<file path="src/rtl/writeback_queue.sv">
// rtl/writeback_queue.sv - in-order register write-back FIFO with same-cycle read bypass
module writeback_queue #(
  parameter int DEPTH      = 4,
  parameter int ADDR_WIDTH = 5,
  parameter int DATA_WIDTH = 32
) (
  input  logic                       clock,
  input  logic                       resetn,
  input  logic                       in_valid,
  output logic                       in_ready,
  input  logic [ADDR_WIDTH-1:0]      in_address,
  input  logic [DATA_WIDTH-1:0]      in_data,
  input  logic                       rf_write_ready,
  output logic                       rf_write_enabled,
  output logic [ADDR_WIDTH-1:0]      rf_write_address,
  output logic [DATA_WIDTH-1:0]      rf_write_data,
  input  logic [ADDR_WIDTH-1:0]      lookup_address_1,
  output logic                       lookup_hit_1,
  output logic [DATA_WIDTH-1:0]      lookup_data_1,
  input  logic [ADDR_WIDTH-1:0]      lookup_address_2,
  output logic                       lookup_hit_2,
  output logic [DATA_WIDTH-1:0]      lookup_data_2,
  output logic [$clog2(DEPTH):0]     pending_count
);

  localparam int PTR_W = $clog2(DEPTH);
  localparam int CNT_W = PTR_W + 1;

  logic [ADDR_WIDTH-1:0] addr_mem [DEPTH];
  logic [DATA_WIDTH-1:0] data_mem [DEPTH];

  logic [PTR_W-1:0] head;
  logic [PTR_W-1:0] tail;
  logic [CNT_W-1:0] count;

  logic push;
  logic pop;

  // Readiness depends only on registered count, so a full queue refuses
  // even when the head is being drained in the same cycle.
  assign in_ready         = (count != CNT_W'(DEPTH));
  assign push             = in_valid && in_ready && (in_address != '0);
  assign rf_write_enabled = (count != '0);
  assign pop              = rf_write_enabled && rf_write_ready;

  assign rf_write_address = addr_mem[head];
  assign rf_write_data    = data_mem[head];
  assign pending_count    = count;

  always_ff @(posedge clock) begin
    if (!resetn) begin
      head  <= '0;
      tail  <= '0;
      count <= '0;
    end else begin
      if (push) begin
        tail <= tail + PTR_W'(1);
      end
      if (pop) begin
        head <= head + PTR_W'(1);
      end
      case ({push, pop})
        2'b10:   count <= count + CNT_W'(1);
        2'b01:   count <= count - CNT_W'(1);
        default: count <= count;
      endcase
    end
  end

  always_ff @(posedge clock) begin
    if (resetn && push) begin
      addr_mem[tail] <= in_address;
      data_mem[tail] <= in_data;
    end
  end

  // Slot g is the g-th oldest pending entry; valid while g < count.
  logic [PTR_W-1:0] slot_idx   [DEPTH];
  logic             slot_valid [DEPTH];

  for (genvar g = 0; g < DEPTH; g++) begin : g_slot
    assign slot_idx[g]   = head + PTR_W'(g);
    assign slot_valid[g] = (CNT_W'(g) < count);
  end

  // Scan oldest to youngest so the last match wins.
  always_comb begin
    lookup_hit_1  = 1'b0;
    lookup_data_1 = '0;
    for (int i = 0; i < DEPTH; i++) begin
      if (slot_valid[i] && (lookup_address_1 != '0) &&
          (addr_mem[slot_idx[i]] == lookup_address_1)) begin
        lookup_hit_1  = 1'b1;
        lookup_data_1 = data_mem[slot_idx[i]];
      end
    end
  end

  always_comb begin
    lookup_hit_2  = 1'b0;
    lookup_data_2 = '0;
    for (int i = 0; i < DEPTH; i++) begin
      if (slot_valid[i] && (lookup_address_2 != '0) &&
          (addr_mem[slot_idx[i]] == lookup_address_2)) begin
        lookup_hit_2  = 1'b1;
        lookup_data_2 = data_mem[slot_idx[i]];
      end
    end
  end

endmodule

</file>
<file path="config.mk">
export PLATFORM = sky130hd
export DESIGN_NAME = writeback_queue
export DESIGN_NICKNAME = d
export VERILOG_FILES = /design/src/rtl/writeback_queue.sv
export SDC_FILE = /design/constraint.sdc
export NUM_CORES = 1
export LEC_CHECK = 0
export ABC_AREA = 1
export CORE_ASPECT_RATIO = 1.5
export CORE_MARGIN = 4
export CORE_UTILIZATION = 30
export CTS_BUF_LIST = sky130_fd_sc_hd__clkbuf_4
export CTS_CLUSTER_SIZE = 12
export DETAILED_ROUTE_END_ITERATION = 6
export SLEW_MARGIN = 20
export SYNTH_ARGS = -nofsm -noshare
export SYNTH_HDL_FRONTEND = slang
export SYNTH_SLANG_ARGS = --single-unit
</file>
<file path="constraint.sdc">
create_clock -name clock -period 8.15 [get_ports clock]
set_input_delay 1.2225 -clock clock [delete_from_list [all_inputs] [get_ports clock]]
set_output_delay 1.2225 -clock clock [all_outputs]
set_load 0.01 [all_outputs]
</file>
==> metrics <==
pin count of the biggest net entering global routing=95; Avg Vias per Cell=5.31; post-layout util=0.359; Final Max Slew Viols=0; gpl congestion=0.871; Syn Nets=1,950; TritonCTS clock tree=built; Initial Utilization=0.304; # hold bufs at CTS=0; layer carrying the most global-route usage=met2; first-pass iteration count of the detailed router=7; WP data required=6.93 ns; placed instance area=14,400 um^2; status=finished clean; Post-CTS Setup Bufs=0; row count=91; cell total after placement=2,503; sequential share of the synthesized area=0.371; final instance area=14,700 um^2; GRT overflow=0; Top FF cell, synth=edfxtp_1; part of the cycle the worst path needs=0.834; grt met2 use=0.362; Syn Area/Cell=6.60 um^2; f_max=147 MHz; Vias=13,488; Synth async-reset ratio=0; final hold vios=0; DRT iter0 DRCs=1,230; Die Y-Extent=258 um; vias in the first global route=13,215; die area=45,000 um^2; Routed wire per std cell=18.9 um; Setup TNS Final=0 ns; WS Path Type=reg -> out; Hold Path Depth=1; max_slew headroom=0.262; area of the mapped netlist=12,500 um^2; met3 usage=0.0343; NumNets Final=2,025; worst path arrival time=5.58 ns; worst-skew pair later-pin latency=0.60 ns; CTS root buf=clkbuf_4; Clock Pin Slew Worst Setup and Hold Paths=0.16 ns; met1 GRT Util=0.238; clk_skew=0.0388 ns; CORE AREA=41,100 um^2; worst vdd ir=154 uV; number of synthesized flops with an enable pin=148; GRT Util Overall=0.206; CP Max Fanout=44; CTS max path bufs=2; power per cell area=287 nW/um^2; Post-Syn Instances=1,890; filler cell count=4,375; drt drc=0; Post-DP HPWL=31.9 mm; # IOs=159; flops & latches, synth=157; clk sinks=157; CTS Buf Count=17; library cells used by synthesis=36; Hold Crit Class=reg -> reg; layout cell share with drive strength beyond 1=0.0480; leakage power=0.00637 uW; Max-cap violations=0; synthesis-to-layout area growth=18.1%; CP Capture Type=output pin; RSZ-0062 raised after global routing=false; startpoint types=register; Syn. warnings=0; final setup fails=0; # port buffers=158; Period minus WS final=6.80 ns; initial antenna violation count=5; first-pass GRT wire length=73.2 mm; Die X=175 um; Tightest Pin Transition=1.11 ns; Finished Layout Cells=2,540; post-route ant nets=0; H-Tree Depth=4; R2R cell count=7; total power=4230 uW; final wirelength=48.1 mm; post-CTS resize count=0
-- metrics by stage --
step                hold slack (ns)  worst slack, ns
detailed placement            0.510             2.09
finish                        0.537             1.35
CTS                           0.547             1.40
global route                  0.585             1.01
global placement              0.505             2.14
floorplan                     0.490             4.53
-- power breakdown --
part | total (uW) | switching [uW] | internal [uW]
combinational | 2660 | 1810 | 849
sequential | 992 | 60.0 | 932
clock | 578 | 290 | 288
total | 4230 | 2160 | 2070
-- cell families (layout without fill, tap and decap cells) --
family,count (synthesis),in the layout,share of synthesized area
simple gates,1150,1150,0.378
buf+inv,285,373,0.101
compound gates,282,282,0.136
flops,157,157,0.371
fa+ha+maj,9,9,0.00902
mux,4,4,0.00321
xor+xnor,3,3,0.00211
other cells,0,4,0
-- cells in the mapped netlist, types with 2 or more instances --
master | n | area (um^2)
nor2_2 | 4 | 25.0
inv_4 | 2 | 12.5
nand2_1 | 688 | 2580
clkbuf_1 | 33 | 124
o21a_1 | 8 | 60.1
nand3_1 | 107 | 536
buf_2 | 65 | 325
nand2_2 | 4 | 25.0
nor3_1 | 2 | 10.0
ha_1 | 9 | 113
a21oi_1 | 62 | 310
nor2_4 | 2 | 22.5
o211ai_1 | 7 | 52.6
a32oi_1 | 12 | 105
buf_4 | 15 | 113
edfxtp_1 | 148 | 4440
a22oi_1 | 36 | 270
and3_1 | 2 | 12.5
nand2_4 | 2 | 22.5
a221oi_1 | 3 | 26.3
dfxtp_1 | 9 | 180
inv_1 | 151 | 567
buf_1 | 9 | 33.8
mux2i_1 | 4 | 40.0
o21ai_0 | 100 | 500
o21ai_1 | 33 | 165
nand4_1 | 78 | 488
buf_6 | 6 | 67.6
a32o_1 | 20 | 200
xor2_1 | 3 | 26.3
nor2_1 | 257 | 965
nand3_2 | 2 | 20.0
inv_2 | 4 | 15.0
-- metal layers --
metal | wire length (um) | up-vias | share of wire
met5 | 13 | - | 0.00027
met4 | 2420 | 2 | 0.050
met3 | 3270 | 138 | 0.068
met2 | 23700 | 674 | 0.49
met1 | 18800 | 6276 | 0.39
li1 | - | 6398 | -
-- sequential cells by signal, summed over array words and instances, names as in the netlist, named ones only --
signal         cells
addr_mem          20
pending_count      3
data_mem         128
tail               2
head               2
-- final timing paths --
| path | startpoint | to | slack [ns] |
|---|---|---|---|
| hold / removal | pending_count[0] | pending_count[0] | 0.54 |
| hold reg to reg | pending_count[0] | pending_count[0] | 0.54 |
| setup / recovery | head[0] | lookup_data_1[4] | 1.35 |
| setup reg to reg | pending_count[0] | data_mem[1][7] | 5.64 |
-- cells in the final DEF (no fill, tap or decap), drive strengths merged --
| master | Yosys | layout |
|---|---|---|
| nand4 | 78 | 78 |
| a22oi | 36 | 36 |
| clkdlybuf4s50 | 0 | 158 |
| bufinv | 0 | 5 |
| a32o | 20 | 20 |
| and3 | 2 | 2 |
| clkinv | 0 | 4 |
| clkbuf | 33 | 21 |
| nor3 | 2 | 2 |
| buf | 95 | 26 |
| ha | 9 | 9 |
| edfxtp | 148 | 148 |
| a221oi | 3 | 3 |
| nor2 | 263 | 263 |
| xor2 | 3 | 3 |
| nand2 | 694 | 694 |
| diode | 0 | 4 |
| inv | 157 | 158 |
| a21oi | 63 | 63 |
| nand3 | 109 | 109 |
| mux2i | 4 | 4 |
| o211ai | 7 | 7 |
| o21ai | 133 | 133 |
| dfxtp | 9 | 9 |
| o21a | 8 | 8 |
| or2 | 1 | 1 |
| clkinvlp | 0 | 1 |
| and2 | 1 | 1 |
| a32oi | 12 | 12 |
-- layout make-up --
type | instances | area [um^2] | share of cell area
Antenna cell | 4 | 10.0 | 0.000679
Clock buffer | 21 | 158 | 0.0107
Clock inverter | 11 | 193 | 0.0131
Inverter | 157 | 594 | 0.0403
Multi-Input combinational cell | 1448 | 6660 | 0.452
Sequential cell | 157 | 4630 | 0.314
Tap cell | 558 | 698 | 0.0474
Timing Repair Buffer | 184 | 1800 | 0.122
-- worst max-delay path, cell delays in order, from the launching register on --
cell	delay [ns]
dfxtp_4	0.71
inv_4	0.36
nand2_4	0.36
nand2_2	0.51
nand2_1	0.28
nand2_1	0.09
nand2_1	0.06
nand2_1	0.06
a21oi_2	0.10
buf_4	0.43
nand3_2	0.89
nand2_1	0.29
nand3_1	0.09
nand2_1	0.10
nand2_1	0.09
clkdlybuf4s50_1	0.49
Note: power is estimated with default switching activity, not from simulation.
==> edit 1, RTL diff (same flow settings) <==
Set the parameter `ADDR_WIDTH` to 6 (it was 5).
--- a/src/rtl/writeback_queue.sv
+++ b/src/rtl/writeback_queue.sv
@@ -1,7 +1,7 @@
 // rtl/writeback_queue.sv - in-order register write-back FIFO with same-cycle read bypass
 module writeback_queue #(
   parameter int DEPTH      = 4,
-  parameter int ADDR_WIDTH = 5,
+  parameter int ADDR_WIDTH = 6,
   parameter int DATA_WIDTH = 32
 ) (
   input  logic                       clock,
Ports: changed (resized in_address, lookup_address_1, lookup_address_2 and rf_write_address); port bits go from 159 to 163. The function was not compared with the original's and may differ.
==> edit 1 against the unedited design <==
Design area down 1.1%; non-clock buffer count up 1; synthesized area shrank 1.5%; die area shrank 1.4%; clock skew down 0.014 ns; sequential cell count grew 4; total power down 11%; wire length is 2.5% higher; clock power fell by 21%; worst setup slack lost 0.62 ns; via count fell by 0.92%; global-route usage rose by 0.79 points.
==> edit 1: results <==
metrics = {
    "placed_design": {
        "place.gp.congestion": 0.943,
        "dp_hpwl_um": 32900,
        "io_buffers": 162,
    },
    "detailed_routing": {
        "met3_length_um": 3480,
        "routedLengthMet1_um": 18300,
        "vias_per_cell": 5.48,
        "routed_wl_um": 49300,
        "top_layer": "met4",
        "drt_iter0_drc": 1294,
        "dr_wl_met2_um": 24500,
        "dr.pass1.iters": 6,
    },
    "yosys": {
        "yosysUniqueCellTypes": 30,
        "ys_seq_area_share_pct": 38.6,
        "ys_top_cells_by_count": "nand2_1, o21ai_0, nand3_1",
        "yosys-top-cells-area": "edfxtp_1, nand2_1, o21ai_0, nand3_1, inv_1",
        "synth_edf_count": 152,
        "synth_fa_ha_area_share_pct": 0.916,
        "synth_fp_nets": 1889,
        "synth_compound_area_share_pct": 16.7,
        "muxShareOfSynthArea_pct": 1.06,
    },
    "global_routing": {
        "use_met1_pct": 24.0,
        "grt_max_degree": 77,
        "use_met3_pct": 3.03,
        "grtUsageTotal_pct": 21.4,
        "grt_pass1_wl_um": 74700,
    },
    "worst_hold_path": {
        "min_from": "tail[1]",
        "worstHoldEndpoint": "tail[1]",
        "hold_depth": 2,
    },
    "critical_path": {
        "reg2reg_slack_ns": 4.84,
        "path_max_fanout": 66,
        "reg2reg_depth": 5,
        "arrival_ns": 6.20,
        "crit_end": "lookup_data_2[5]",
    },
    "final_layout": {
        "layout-drive-gt1-share_pct": 4.46,
        "final_nets": 1979,
    },
    "run_status": {
        "run_status": "finished, final reports clean",
    },
    "pwr": {
        "ir_worst_vdd_uv": 117,
    },
    "timing": {
        "skew_ns": 0.0249,
    },
}
[edit 1: changes by cell type after synthesis, sizes merged, moves of 29 or more]
cell    delta
nor2     -120
nand4     -75
nand3     +66
o21ai     +61
nand2     -59
buf       -48
a22oi     -36
clkbuf    +34
a221oi    +29
[edit 1: power by group through the flow]
stage / Combinational, mW / Sequential [mW] / Clock, mW
3_5_place_dp: 2.28 / 1.04 / 0
4_1_cts: 2.29 / 1.02 / 0.473
3_3_place_gp: 2.25 / 1.03 / 0
5_1_grt: 2.51 / 1.03 / 0.501
2_1_floorplan: 1.40 / 1.00 / 0
6_report: 2.31 / 1.02 / 0.458
[edit 1: final cells by class]
cell class,instances,area [sq um],area share (%)
inverters,174,653,4.48
diodes,4,10.0,0.0687
well taps,506,633,4.34
clock inverters,15,138,0.944
multi-input cells,1377,6470,44.4
repair buffers,185,1790,12.3
clock buffers,17,128,0.875
flip-flops and latches,161,4750,32.6
[edit 1: through the flow]
stage	power (mW)	std cells	instance area (sq um)	setup WS, ns	hold slack [ns]
after floorplan	2.41	1826	12300	4.41	0.490
after global placement	3.28	2403	14300	1.49	0.510
after detailed placement	3.31	2403	14300	1.41	0.525
after CTS	3.77	2435	14600	0.719	0.546
after global routing	4.03	2439	14600	0.361	0.592
final	3.78	2439	14600	0.728	0.548
[edit 1: critical path, stage by stage (launching register included)]
cell	delay (ns)
dfxtp_4	0.78
inv_2	0.35
nand2_1	0.89
nand2_2	0.82
nand2_1	0.21
nand2_1	0.12
inv_2	0.07
nand2_1	0.04
a21oi_1	0.29
nand2_1	0.15
nor2_4	0.13
buf_4	0.47
inv_2	0.43
nor2_1	0.19
a21oi_1	0.11
clkdlybuf4s50_1	0.51
==> edit 2, RTL diff (same settings) <==
Without the edit above. Put a register stage on the output `rf_write_enabled`, with the module's reset. The value now appears one clock later. The other outputs are not delayed to match.
--- a/src/rtl/writeback_queue.sv
+++ b/src/rtl/writeback_queue.sv
@@ -26,6 +26,8 @@
   localparam int PTR_W = $clog2(DEPTH);
   localparam int CNT_W = PTR_W + 1;
 
+  logic rf_write_enabled_d;
+
   logic [ADDR_WIDTH-1:0] addr_mem [DEPTH];
   logic [DATA_WIDTH-1:0] data_mem [DEPTH];
 
@@ -40,8 +42,8 @@
   // even when the head is being drained in the same cycle.
   assign in_ready         = (count != CNT_W'(DEPTH));
   assign push             = in_valid && in_ready && (in_address != '0);
-  assign rf_write_enabled = (count != '0);
-  assign pop              = rf_write_enabled && rf_write_ready;
+  assign rf_write_enabled_d = (count != '0);
+  assign pop              = rf_write_enabled_d && rf_write_ready;
 
   assign rf_write_address = addr_mem[head];
   assign rf_write_data    = data_mem[head];
@@ -108,5 +110,13 @@
     end
   end
 
+  always_ff @(posedge clock) begin
+    if (!resetn) begin
+      rf_write_enabled <= '0;
+    end else begin
+      rf_write_enabled <= rf_write_enabled_d;
+    end
+  end
+
 endmodule
 
Check against the original RTL: not equivalent (a bounded check fails within 4 cycles, from zero or initial values and one cycle with resetn low).
==> edit 2 against the unedited design <==
Synthesized area rose by 1.0%; sequential share of layout area is essentially flat; count of clock-buffer cells in the layout fell by 2; total power up 0.31%; critical endpoint is now lookup_data_2[0]; design area grew 0.53%; worst setup slack improved by 0.22 ns; via count up 1.2%; sequential cell count rose by 1; wire length is 6.4% higher; highest routed layer is now met4; critical path depth is the same.
==> edit 2: results <==
metrics = {
    "run_status": {
        "run_status": "finished, final reports clean",
    },
    "timing": {
        "hold_slack_ns": 0.560,
        "fin_crit_sh_pct": 80.8,
        "skew_ns": 0.0118,
    },
    "critical_path": {
        "reg2reg_depth": 5,
        "crit_end": "lookup_data_2[0]",
        "reg2reg_slack_ns": 5.00,
        "r2r_start": "head[0]",
        "path_max_fanout": 80,
    },
    "yosys": {
        "syn_avg_cell_area_sq_um": 6.73,
        "synth_seq_cells": 158,
        "netlist.area_leader.share_pct": 35.3,
        "yosysUniqueCellTypes": 35,
        "ys_top_cells_by_count": "nand2_1, nor2_1, edfxtp_1, inv_1, o21ai_0",
        "yosys-top-cells-area": "edfxtp_1, nand2_1, nor2_1, o21ai_0, nand4_1",
    },
    "final_layout": {
        "regArea_sq_mm": 0.00465,
        "multi_input_cells": 1435,
        "nonClkBufAreaFrac_pct": 12.3,
        "multi_input_area_sq_mm": 0.00674,
    },
    "global_routing": {
        "grt_antenna_before_repair": 1,
        "grt_pass1_vias": 13200,
        "grt_pass1_wl_um": 76500,
    },
    "pwr": {
        "clock_power_share_pct": 12.9,
        "p_sw_share_pct": 52.4,
        "ir_worst_vdd_uv": 209,
    },
    "placed_design": {
        "place.gp.congestion": 0.979,
        "pre_cts_ws_ns": 2.33,
        "dp.cells": 2495,
        "placed_cell_area_sq_mm": 0.0145,
    },
    "worst_hold_path": {
        "worstHoldEndpoint": "tail[1]",
    },
    "detailed_routing": {
        "vias_per_cell": 5.40,
    },
}
## edit 2: cell types whose count changed after synthesis, moves of 14 or more
cell / unedited run / this run
a22oi_1: 36 / 22
nand2_1: 688 / 666
nand4_1: 78 / 95
nor2_1: 257 / 214
o21ai_1: 33 / 7
o21ai_0: 100 / 133
## edit 2: per-layer routing
| metal | track usage [%] | vias up | wire length (um) |
|---|---|---|---|
| met3 | 3.74 | 173 | 3830 |
| met2 | 38.5 | 733 | 25500 |
| met5 | 0 | - | 0 |
| met4 | 12.1 | 0 | 2680 |
| met1 | 24.9 | 6337 | 19200 |
| li1 | - | 6403 | - |
## edit 2: cell families after synthesis
| logic type | count (synthesis) | share of synthesized area (%) |
|---|---|---|
| xor gates and xnor gates | 1 | 0.0695 |
| DFF | 158 | 36.8 |
| AOI/OAI and AO/OA | 293 | 13.9 |
| buffers and inverters | 281 | 10.0 |
| and+or+nand+nor | 1122 | 37.5 |
| adders and majority gates | 9 | 0.893 |
| muxes | 10 | 0.794 |
